--- config.mk ---
export PLATFORM = sky130hd
export DESIGN_NAME = auth_code_ctrl
export DESIGN_NICKNAME = d
export VERILOG_FILES = /design/src/rtl/auth_code_ctrl.sv
export SDC_FILE = /design/constraint.sdc
export NUM_CORES = 1
export LEC_CHECK = 0
export CORE_MARGIN = 3
export CORE_UTILIZATION = 52
export DETAILED_ROUTE_END_ITERATION = 7
export GPL_TIMING_DRIVEN = 0
export HOLD_SLACK_MARGIN = 0.08
export PLACE_DENSITY = 0.8
export SETUP_SLACK_MARGIN = 0.1
export SYNTH_ARGS = -nofsm -noshare
export SYNTH_HDL_FRONTEND = slang
export SYNTH_SLANG_ARGS = --single-unit
--- constraint.sdc ---
create_clock -name clk -period 3.3 [get_ports clk]
set_input_delay 0.33 -clock clk [delete_from_list [all_inputs] [get_ports clk]]
set_output_delay 0.33 -clock clk [all_outputs]
set_load 0.1 [all_outputs]
--- src/rtl/auth_code_ctrl.sv ---
// rtl/auth_code_ctrl.sv - entry-code sequencing controller (timed lockout built when AUTH_LOCKOUT_EN is defined)
module auth_code_ctrl #(
  parameter int NBYTES      = 4,
  parameter int MAX_FAILS   = 3,
  parameter int LOCK_CYCLES = 1000
) (
  input  logic                           clk,
  input  logic                           reset,
  input  logic                           arm,
  input  logic                           abort,
  output logic                           rd_start,
  input  logic                           rd_valid,
  input  logic [7:0]                     rd_byte,
  input  logic                           rd_done,
  input  logic [8*NBYTES-1:0]            ref_code,
  output logic                           busy,
  output logic                           granted,
  output logic                           denied,
  output logic                           locked,
  output logic [$clog2(MAX_FAILS+1)-1:0] fail_count
);

  localparam int CW = 8 * NBYTES;
  localparam int FW = $clog2(MAX_FAILS + 1);
  localparam int BW = $clog2(NBYTES + 1);
  localparam logic [FW-1:0] FAIL_MAX   = FW'(MAX_FAILS);
  localparam logic [BW-1:0] BYTES_FULL = BW'(NBYTES);

  // Reject configurations that would make the counters meaningless
  if (NBYTES < 1 || MAX_FAILS < 1 || LOCK_CYCLES < 1) begin : g_param_check
    $error("auth_code_ctrl: NBYTES, MAX_FAILS and LOCK_CYCLES must all be >= 1");
  end

`ifdef AUTH_LOCKOUT_EN
  typedef enum logic [2:0] {S_IDLE, S_START, S_COLLECT, S_CHECK, S_LOCKOUT} state_t;
  localparam int TW = $clog2(LOCK_CYCLES + 1);
  logic [TW-1:0] timer;
`else
  typedef enum logic [2:0] {S_IDLE, S_START, S_COLLECT, S_CHECK} state_t;
  assign locked = 1'b0;
`endif

  state_t        state;
  logic [CW-1:0] shreg;
  logic [BW-1:0] byte_cnt;
  logic [FW-1:0] fail_inc;
  logic          code_match;

  assign fail_inc   = fail_count + FW'(1);
  assign code_match = (byte_cnt == BYTES_FULL) && (shreg == ref_code);

  // Attempt sequencer: every output is produced here as a register
  always_ff @(posedge clk or posedge reset) begin
    if (reset) begin
      state      <= S_IDLE;
      rd_start   <= 1'b0;
      busy       <= 1'b0;
      granted    <= 1'b0;
      denied     <= 1'b0;
      fail_count <= '0;
      shreg      <= '0;
      byte_cnt   <= '0;
`ifdef AUTH_LOCKOUT_EN
      locked     <= 1'b0;
      timer      <= '0;
`endif
    end else begin
      rd_start <= 1'b0;
      granted  <= 1'b0;
      denied   <= 1'b0;
      case (state)
        S_IDLE: begin
          if (arm) state <= S_START;
        end
        S_START: begin
          rd_start <= 1'b1;
          busy     <= 1'b1;
          shreg    <= '0;
          byte_cnt <= '0;
          state    <= S_COLLECT;
        end
        S_COLLECT: begin
          if (abort) begin
            // Cancelled attempt: no verdict and the failure history is kept
            state <= S_IDLE;
            busy  <= 1'b0;
          end else begin
            // Bytes beyond the code length are dropped so an over-long entry
            // cannot push the real code out of the register
            if (rd_valid && (byte_cnt != BYTES_FULL)) begin
              shreg    <= (shreg << 8) | CW'(rd_byte);
              byte_cnt <= byte_cnt + BW'(1);
            end
            if (rd_done) state <= S_CHECK;
          end
        end
        S_CHECK: begin
          if (code_match) begin
            granted    <= 1'b1;
            fail_count <= '0;
            state      <= S_IDLE;
            busy       <= 1'b0;
          end else begin
            denied <= 1'b1;
`ifdef AUTH_LOCKOUT_EN
            fail_count <= fail_inc;
            if (fail_inc == FAIL_MAX) begin
              state  <= S_LOCKOUT;
              locked <= 1'b1;
              timer  <= TW'(LOCK_CYCLES);
            end else begin
              state <= S_IDLE;
              busy  <= 1'b0;
            end
`else
            if (fail_count != FAIL_MAX) fail_count <= fail_inc;
            state <= S_IDLE;
            busy  <= 1'b0;
`endif
          end
        end
`ifdef AUTH_LOCKOUT_EN
        S_LOCKOUT: begin
          // Exiting on the cycle the timer would hit zero keeps locked high
          // for exactly LOCK_CYCLES cycles
          if (timer <= TW'(1)) begin
            timer      <= '0;
            locked     <= 1'b0;
            busy       <= 1'b0;
            fail_count <= '0;
            state      <= S_IDLE;
          end else begin
            timer <= timer - TW'(1);
          end
        end
`endif
        default: begin
          state <= S_IDLE;
          busy  <= 1'b0;
        end
      endcase
    end
  end

endmodule
# Yosys cells after proc, flatten, opt, wreduce, memory -nomap -nowiden
# Index checks and enable logic that the tools add are counted.
# W data, S select, Z words.
dict set report classes {
  addsub 2
  bitwise_logic 2
  reduce_logical 9
  mux 19
  eq_ne 12
}
# operator n
set ops {}
lappend ops {{$mux W32} 2}
lappend ops {{$pmux W32 S2} 1}
lappend ops {{$eq A32 B32 Y1} 1}
lappend ops {{$or A32 B8 Y32} 1}
lappend ops {{$mux W3} 5}
lappend ops {{$ne A2 B2 Y1 const B} 5}
lappend ops {{$pmux W3 S3} 1}
lappend ops {{$eq A3 B2 Y1 const B} 2}
lappend ops {{$mux W1} 6}
lappend ops {{$ne A3 B3 Y1 const B} 2}
lappend ops {{$pmux W3 S2} 1}
lappend ops {{$reduce_and A2 Y1} 3}
lappend ops {{$mux W2} 2}
lappend ops {{$reduce_bool A2 Y1} 2}
lappend ops {{$add A3 B1 Y3 const B} 1}
lappend ops {{$eq A3 B1 Y1 const B} 1}
lappend ops {{$eq A3 B3 Y1 const B} 1}
lappend ops {{$logic_not A3 Y1} 1}
lappend ops {{$pmux W1 S3} 1}
lappend ops {{$reduce_and A3 Y1} 1}
lappend ops {{$add A2 B1 Y2 const B} 1}
lappend ops {{$logic_and A1 B1 Y1} 2}
lappend ops {{$not A1 Y1} 1}
dict set report word_totals {
  register_bits 44
  word_cells 52
}

# Depth between registers and ports, before layout
# Gate-level depths: netlist (run 1).
dict set report depth {
  depth_word 5
  ltp_mapped 8
  ltp_nobuf 7
}

# Worst setup path after synthesis (run 1)
# No wires, ideal clock.
dict set report synth_path {
  path_kind {reg-to-reg}
  start {register fail_count[0]}
  end {register fail_count[0]}
  setup_slack_ps 1719
  required_time_ps 3176
  arrival_ps 1457
  path_stages_with_launch 5
  period_less_slack_ps 1581
  cell_sequence {dfrtp_1 -> ha_1 -> nor2_1 -> xnor2_1 -> nor2_1}
}
dict set report synth_via {
  elab_chain_len 3
  elab_cells_between_ends 6
  classes_between {add/sub: 1; eq/ne: 1; mux: 2; reduce/logical: 2}
}
# element line_no
set synth_rtl {}
lappend synth_rtl {{from (decl)} 20} ;# output logic [$clog2(MAX_FAILS+1)-1:0] fail_count
lappend synth_rtl {{from (signal assigned)} 116} ;# if (fail_count != FAIL_MAX) fail_count <= fail_inc;
lappend synth_rtl {{$add A2 B1 Y2 or $ne A2 B2 Y1 (tied branches)} {49, 116}}
lappend synth_rtl {{$mux W2 or $reduce_bool A2 Y1 (tied branches)} --}
lappend synth_rtl {{$mux W2 or $reduce_and A2 Y1 (tied branches)} --}
# Parallel ways exist; a longest one is shown, timed or not. The select of a mux whose other input is x is not followed.
# A chain may end at the register's enable or synchronous reset.

# Final worst setup path (run 1)
dict set report layout_path {
  start {register fail_count[0]}
  end {output fail_count[0]}
}
# No word-level cell between the ends.

==> summary.md, run 1 <==
| Metric | Value |
|---|---|
| Status | `finished clean` |
| WL final | `4.70 mm` |
| Commonest cells after routing, fill and taps aside | `71 x nand2_1, 51 x clkdlybuf4s50_1, 43 x dfrtp_1` |
| Setup CP Type | `reg -> out` |
| Final Hold Viols | `0` |
| Worst hold path class | `reg -> reg` |
| Rows | `22` |
| Post-synthesis async set-or-reset flop share | `100%` |
| Vias in the first global route | `1671` |
| Port Buffers | `51` |
| Hpwl dp | `3.47 mm` |
| Minimum clock period | `2.17 ns` |
| Layout Nets | `340` |
| Largest net degree at the start of global routing | `44` |
| Slew headroom | `34.8%` |
| Grt total ovfl | `0` |
| Most common cell after layout, fill and taps aside | `nand2_1` |
| Max-slew violations | `0` |
| Die Wd | `69.8 um` |
| #FFs+latches synth | `43` |
| Post_cts resized | `0` |
| Die ar. | `4870 um^2` |
| Cell count after synthesis | `233` |
| Syn Area/Cell | `9.09 um^2` |
| Sequential area share after synthesis | `50.8%` |
| TritonCTS Buffers | `5` |
| CTS max path bufs | `2` |
| First DRT Iteration DRCs | `162` |
| Vias/cell | `5.15` |
| H-tree depth | `2` |
| Global-route wire length before repair | `7.96 mm` |
| CORE AREA | `3800 um^2` |
| Fillcell total | `319` |
| Initial core utilization | `55.7%` |
| Clk sinks | `43` |
| Routed via count | `1752` |
| Clk Latency, worst-skew pair | `0.30 ns` |
| Drt pass-1 iters | `4` |
| CP Max Fanout | `3` |
| Mapped cell area | `2120 um^2` |
| Fin Hold WS | `0.499 ns` |
| Initial antenna violation count | `0` |
| # DRC | `0` |
| Startpoint type of the worst setup path | `flop` |
| Bufs and invs on worst path | `1` |
| RSZ-0062 raised after global routing | `false` |
| # diodes | `0` |
| Crit end category | `output pin` |
| Reg2reg end | `fail_count[0]` |
| Synth-to-layout area growth | `30.8%` |
| Routability cong. | `0.785` |
| CP cell instances | `clkdlybuf4s50_1` |
| EDFF count, synth | `0` |
| LEAKAGE | `0.00142 uW` |
| Peak supply drop | `0.404 mV` |
| R2R setup slack | `1.62 ns` |
| Highest clock rate | `460 MHz` |
| Crit Reg-Reg Startpoint | `byte_cnt[0]` |
| CTS root buf | `clkbuf_8` |
| Ys flop type | `dfrtp_1` |
| Die height | `69.8 um` |
| Mean routed wirelength per cell | `13.8 um` |
| CTS tree | `yes` |
| Sum Neg Setup Slack | `0 ns` |
| Worst EP required | `2.97 ns` |
| Post-CTS Setup Bufs | `0` |
| Reg clk slew, reported paths | `0.08 ns` |
| Overall Global Routing Usage | `20.4%` |
| IO Count | `53` |
| Hold Path End | `busy` |
| Top Family by Delay on Critical Path | `buffers and inverters` |
| Worst-Margin Slew | `0.974 ns` |
| Post-route ant nets | `0` |
| Mapped Nets | `282` |
| Hold Crit Start | `busy` |
| Layout cell share with drive strength beyond 1 | `6.85%` |
| PwrDens | `545 nW/um^2` |
| Slowest CP cell | `clkdlybuf4s50_1` |
| Worst Path Arrival | `1.84 ns` |
| Max-Cap Viols | `0` |
| Hold_buf cts | `0` |
| Period utilization | `65.9%` |
| Clock Skew | `0.00606 ns` |
| Final setup viols | `0` |
| Distinct cells, synth | `25` |
| R2R cell count | `7` |
| WHS Path Cells | `1` |
| Slowest stage delay, CP | `1.16 ns` |
| Ys Warns | `0` |
flip-flops by register name (all words and copies together), names as in the netlist:
register and count:
rd_start 1, denied 1, state 2, byte_cnt 3
fail_count 2, granted 1, shreg 32, busy 1
where the power goes:
group          total (uW)  leakage, uW  internal, uW  switching, uW
sequential            691     0.000579           614           76.8
combinational         494     0.000794           177            316
clock                 323    0.0000422           149            175
final cells by class:
class,count,area [um^2],area share [%]
flip-flops and latches,43,1080,38.9
well taps,48,60.1,2.17
clock buffers,7,76.3,2.76
multi-input cells,173,962,34.7
clock inverters,1,5.00,0.181
repair buffers,51,510,18.4
plain buffers,13,63.8,2.30
inverters,4,15.0,0.542
metal layers:
| metal | track usage [%] | up-vias | share of wire (%) |
|---|---|---|---|
| met5 | 0 | - | 0 |
| li1 | - | 876 | - |
| met3 | 4.20 | 4 | 4.3 |
| met2 | 30.8 | 38 | 48 |
| met1 | 29.1 | 834 | 47 |
| met4 | 7.02 | 0 | 1.1 |
cells in the mapped netlist, types with 2 or more instances:
| library cell | number | area share [%] |
|---|---|---|
| a21oi_1 | 3 | 0.71 |
| xor2_1 | 33 | 14 |
| o21ai_0 | 2 | 0.47 |
| nand4_1 | 3 | 0.89 |
| nor4_1 | 5 | 1.5 |
| nand2b_1 | 2 | 0.59 |
| nor2_1 | 6 | 1.1 |
| clkbuf_1 | 3 | 0.53 |
| ha_1 | 3 | 1.8 |
| nand3_1 | 34 | 8.0 |
| nor4_2 | 2 | 1.2 |
| buf_2 | 9 | 2.1 |
| inv_1 | 4 | 0.71 |
| nand2_1 | 71 | 13 |
| dfrtp_1 | 43 | 51 |
worst max path at each step:
stage,startpoint,endpoint,slack [ns],cells after the start
detailed placement,ref_code[18],fail_count[0],1.31,6
global placement,reset,shreg[1],1.06,2
finish,fail_count[0],fail_count[0],1.13,1
CTS,fail_count[0],fail_count[0],1.12,1
global route,fail_count[0],fail_count[0],1.08,1
floorplan,fail_count[0],fail_count[0],1.72,4
kinds of logic (layout without fill, tap and decap cells):
kind of cell,count (synthesis),after routing,synth area share [%]
simple gates,127,127,27.3
flops,43,43,50.8
xor+xnor,34,34,14.1
buf+inv,17,76,3.72
compound gates,8,8,2.13
fa+ha+maj,3,3,1.77
other cells,1,1,0.177
through the flow:
step / std cells / total power, uW / area (um^2) / setup WS (ns) / util (%)
6_report: 340 / 1510 / 2770 / 1.13 / 72.9
4_1_cts: 340 / 1510 / 2770 / 1.12 / 72.9
2_1_floorplan: 233 / 1030 / 2120 / 1.72 / -
3_3_place_gp: 332 / 1180 / 2690 / 1.06 / 70.8
3_5_place_dp: 332 / 1190 / 2690 / 1.31 / 70.8
5_1_grt: 340 / 1600 / 2770 / 1.08 / 72.9
(Power assumes the default switching activity.)
==> run 2, diff against run 1 <==
--- a/config.mk
+++ b/config.mk
@@ -6,11 +6,11 @@
 export NUM_CORES = 1
 export LEC_CHECK = 0
 export CORE_MARGIN = 3
-export CORE_UTILIZATION = 52
+export CORE_UTILIZATION = 49
 export DETAILED_ROUTE_END_ITERATION = 7
 export GPL_TIMING_DRIVEN = 0
 export HOLD_SLACK_MARGIN = 0.08
-export PLACE_DENSITY = 0.8
+export PLACE_DENSITY = 0.76
 export SETUP_SLACK_MARGIN = 0.1
 export SYNTH_ARGS = -nofsm -noshare
 export SYNTH_HDL_FRONTEND = slang
==> constraint.sdc (replaced) <==
create_clock -name clk -period 2.2 [get_ports clk]
set_input_delay 0.22 -clock clk [delete_from_list [all_inputs] [get_ports clk]]
set_output_delay 0.22 -clock clk [all_outputs]
set_load 0.1 [all_outputs]
==> summary.md, run 2 (synthesis results as in run 1) <==
| Metric | Value |
|---|---|
| Status | `finished clean` |
| Clk Latency, worst-skew pair | `0.29 ns` |
| Post-route ant nets | `0` |
| Met2 wire length | `2.21 mm` |
| # DRC | `0` |
| Drt pass-1 iters | `4` |
| Final core utilization | `68.3%` |
| Hpwl dp | `3.50 mm` |
| Vias/cell | `5.12` |
| Share of total power in the clock network | `23.5%` |
| WL final | `4.66 mm` |
| IO Count | `53` |
| R2R setup slack | `0.48 ns` |
| Uppermost routed layer | `met4` |
| Fillcell total | `333` |
| Peak supply drop | `0.484 mV` |
| Final setup viols | `0` |
| Bufs and invs on worst path | `1` |
| Clock Skew | `0.00722 ns` |
| TritonCTS Buffers | `5` |
| R2R cell count | `7` |
| CTS root buf | `clkbuf_8` |
| Post-DP Area | `2690 um^2` |
| Period utilization | `92.3%` |
| Grt total ovfl | `0` |
| Clk sinks | `43` |
| CP Max Fanout | `3` |
| Worst EP required | `1.98 ns` |
| Reg2reg end | `fail_count[0]` |
| Sequential Power Share | `44.9%` |
| Post-route cell area | `2790 um^2` |
| Final Hold Viols | `0` |
| Worst Path Arrival | `1.81 ns` |
| Post_cts resized | `0` |
| Mean routed wirelength per cell | `13.6 um` |
| Rows | `23` |
| Max reg flops | `32` |
| Die ar. | `5150 um^2` |
| Worst hold path class | `in -> async` |
| Worst setup path startpoint | `fail_count[1]` |
| Slew headroom | `35.1%` |
| Switching portion of total power | `36.4%` |
| Commonest cells after routing, fill and taps aside | `71 x nand2_1, 50 x clkdlybuf4s50_1, 43 x dfrtp_1` |
| Die height | `71.7 um` |
| Sum Neg Setup Slack | `0 ns` |
| Switching Power | `845 uW` |
| Crit Reg-Reg Startpoint | `byte_cnt[0]` |
| Slowest CP cell | `clkdlybuf4s50_1` |
| Port Buffers | `51` |
| CORE AREA | `4090 um^2` |
| Max-Cap Viols | `0` |
| LEAKAGE | `0.00142 uW` |
| Reg clk slew, reported paths | `0.08 ns` |
| Layout cell share with drive strength beyond 1 | `7.19%` |
| Startpoint type of the worst setup path | `flop` |
| Slowest stage delay, CP | `1.14 ns` |
| CTS tree | `yes` |
| DR WL met3 | `202 um` |
| Routed via count | `1750` |
| CP endpoint | `fail_count[1]` |
| CP Depth | `1` |
| CTS max path bufs | `2` |
| Crit end category | `output pin` |
| Largest net degree at the start of global routing | `44` |
| Setup CP Type | `reg -> out` |
| Max-slew violations | `0` |
| Overall Global Routing Usage | `19.7%` |
| H-tree depth | `2` |
| Layout Nets | `340` |
| Hold_buf cts | `0` |
| Initial core utilization | `51.8%` |
| Highest clock rate | `492 MHz` |
| First DRT Iteration DRCs | `156` |
| Fin Hold WS | `0.435 ns` |
| Post-CTS Setup Bufs | `0` |
| RSZ-0062 raised after global routing | `false` |
| Comb power frac | `31.6%` |
| Int Pwr | `1470 uW` |
| Global-route wire length before repair | `7.87 mm` |
| Die Wd | `71.7 um` |
| Wl on met1 | `2.17 mm` |
| # diodes | `0` |
| Synth-to-layout area growth | `31.9%` |
| CP cell instances | `clkdlybuf4s50_1` |
| Top reg by flops | `shreg` |
| Routability cong. | `0.805` |
| Initial antenna violation count | `0` |
| Biggest registers after layout | `shreg (32), byte_cnt (3)` |
| Vias in the first global route | `1705` |
| Total power | `2320 uW` |
| Worst-Margin Slew | `0.970 ns` |
| PwrDens | `830 nW/um^2` |
| Top Family by Delay on Critical Path | `buffers and inverters` |
| Most common cell after layout, fill and taps aside | `nand2_1` |
| Minimum clock period | `2.03 ns` |
==> run 2: cell count changes in the layout (fill, tap and decap cells not counted) <==
cell / before / now
clkbuf_1: 5 / 4
clkbuf_8: 5 / 7
clkdlybuf4s50_1: 51 / 50
clkinv_2: 1 / 0
dlymetal6s2s_1: 0 / 1
==> run 2: worst min path at each step <==
| stage | start | endpoint | slack, ns | cells after the start |
|---|---|---|---|---|
| global placement | busy | busy | 0.47 | 1 |
| floorplan | rd_byte[0] | shreg[0] | 0.33 | 2 |
| global route | rd_byte[0] | shreg[0] | 0.45 | 3 |
| detailed placement | busy | busy | 0.48 | 1 |
| finish | reset | granted | 0.43 | 2 |
| CTS | rd_byte[6] | shreg[6] | 0.44 | 3 |
==> run 2: through the flow <==
stage	setup slack (ns)	cells
final	0.169	342
after global routing	0.120	342
after CTS	0.108	342
after detailed placement	0.321	334
after global placement	0.0983	334
after floorplan	0.619	233
==> run 2: power groups by stage <==
stage                     Combinational (uW)  Sequential, uW  Clock (uW)
final                                    732            1040         546
after CTS                                738            1040         556
after global routing                     806            1060         587
after floorplan                          363            1180           0
after global placement                   721            1050           0
after detailed placement                 735            1060           0
==> run 2: cell type report <==
| type | instances | area [um^2] | area share (%) |
|---|---|---|---|
| repair buffers | 51 | 513 | 18.4 |
| inverters | 4 | 15.0 | 0.538 |
| flip-flops and latches | 43 | 1080 | 38.5 |
| clock buffers | 8 | 100 | 3.58 |
| plain buffers | 13 | 63.8 | 2.28 |
| multi-input cells | 173 | 962 | 34.5 |
| well taps | 50 | 62.6 | 2.24 |
==> run 2: layer usage <==
metal,global-route usage (%),up-vias
met5,0,-
met4,8.56,0
met3,3.23,7
met2,30.2,40
met1,27.7,823
li1,-,880
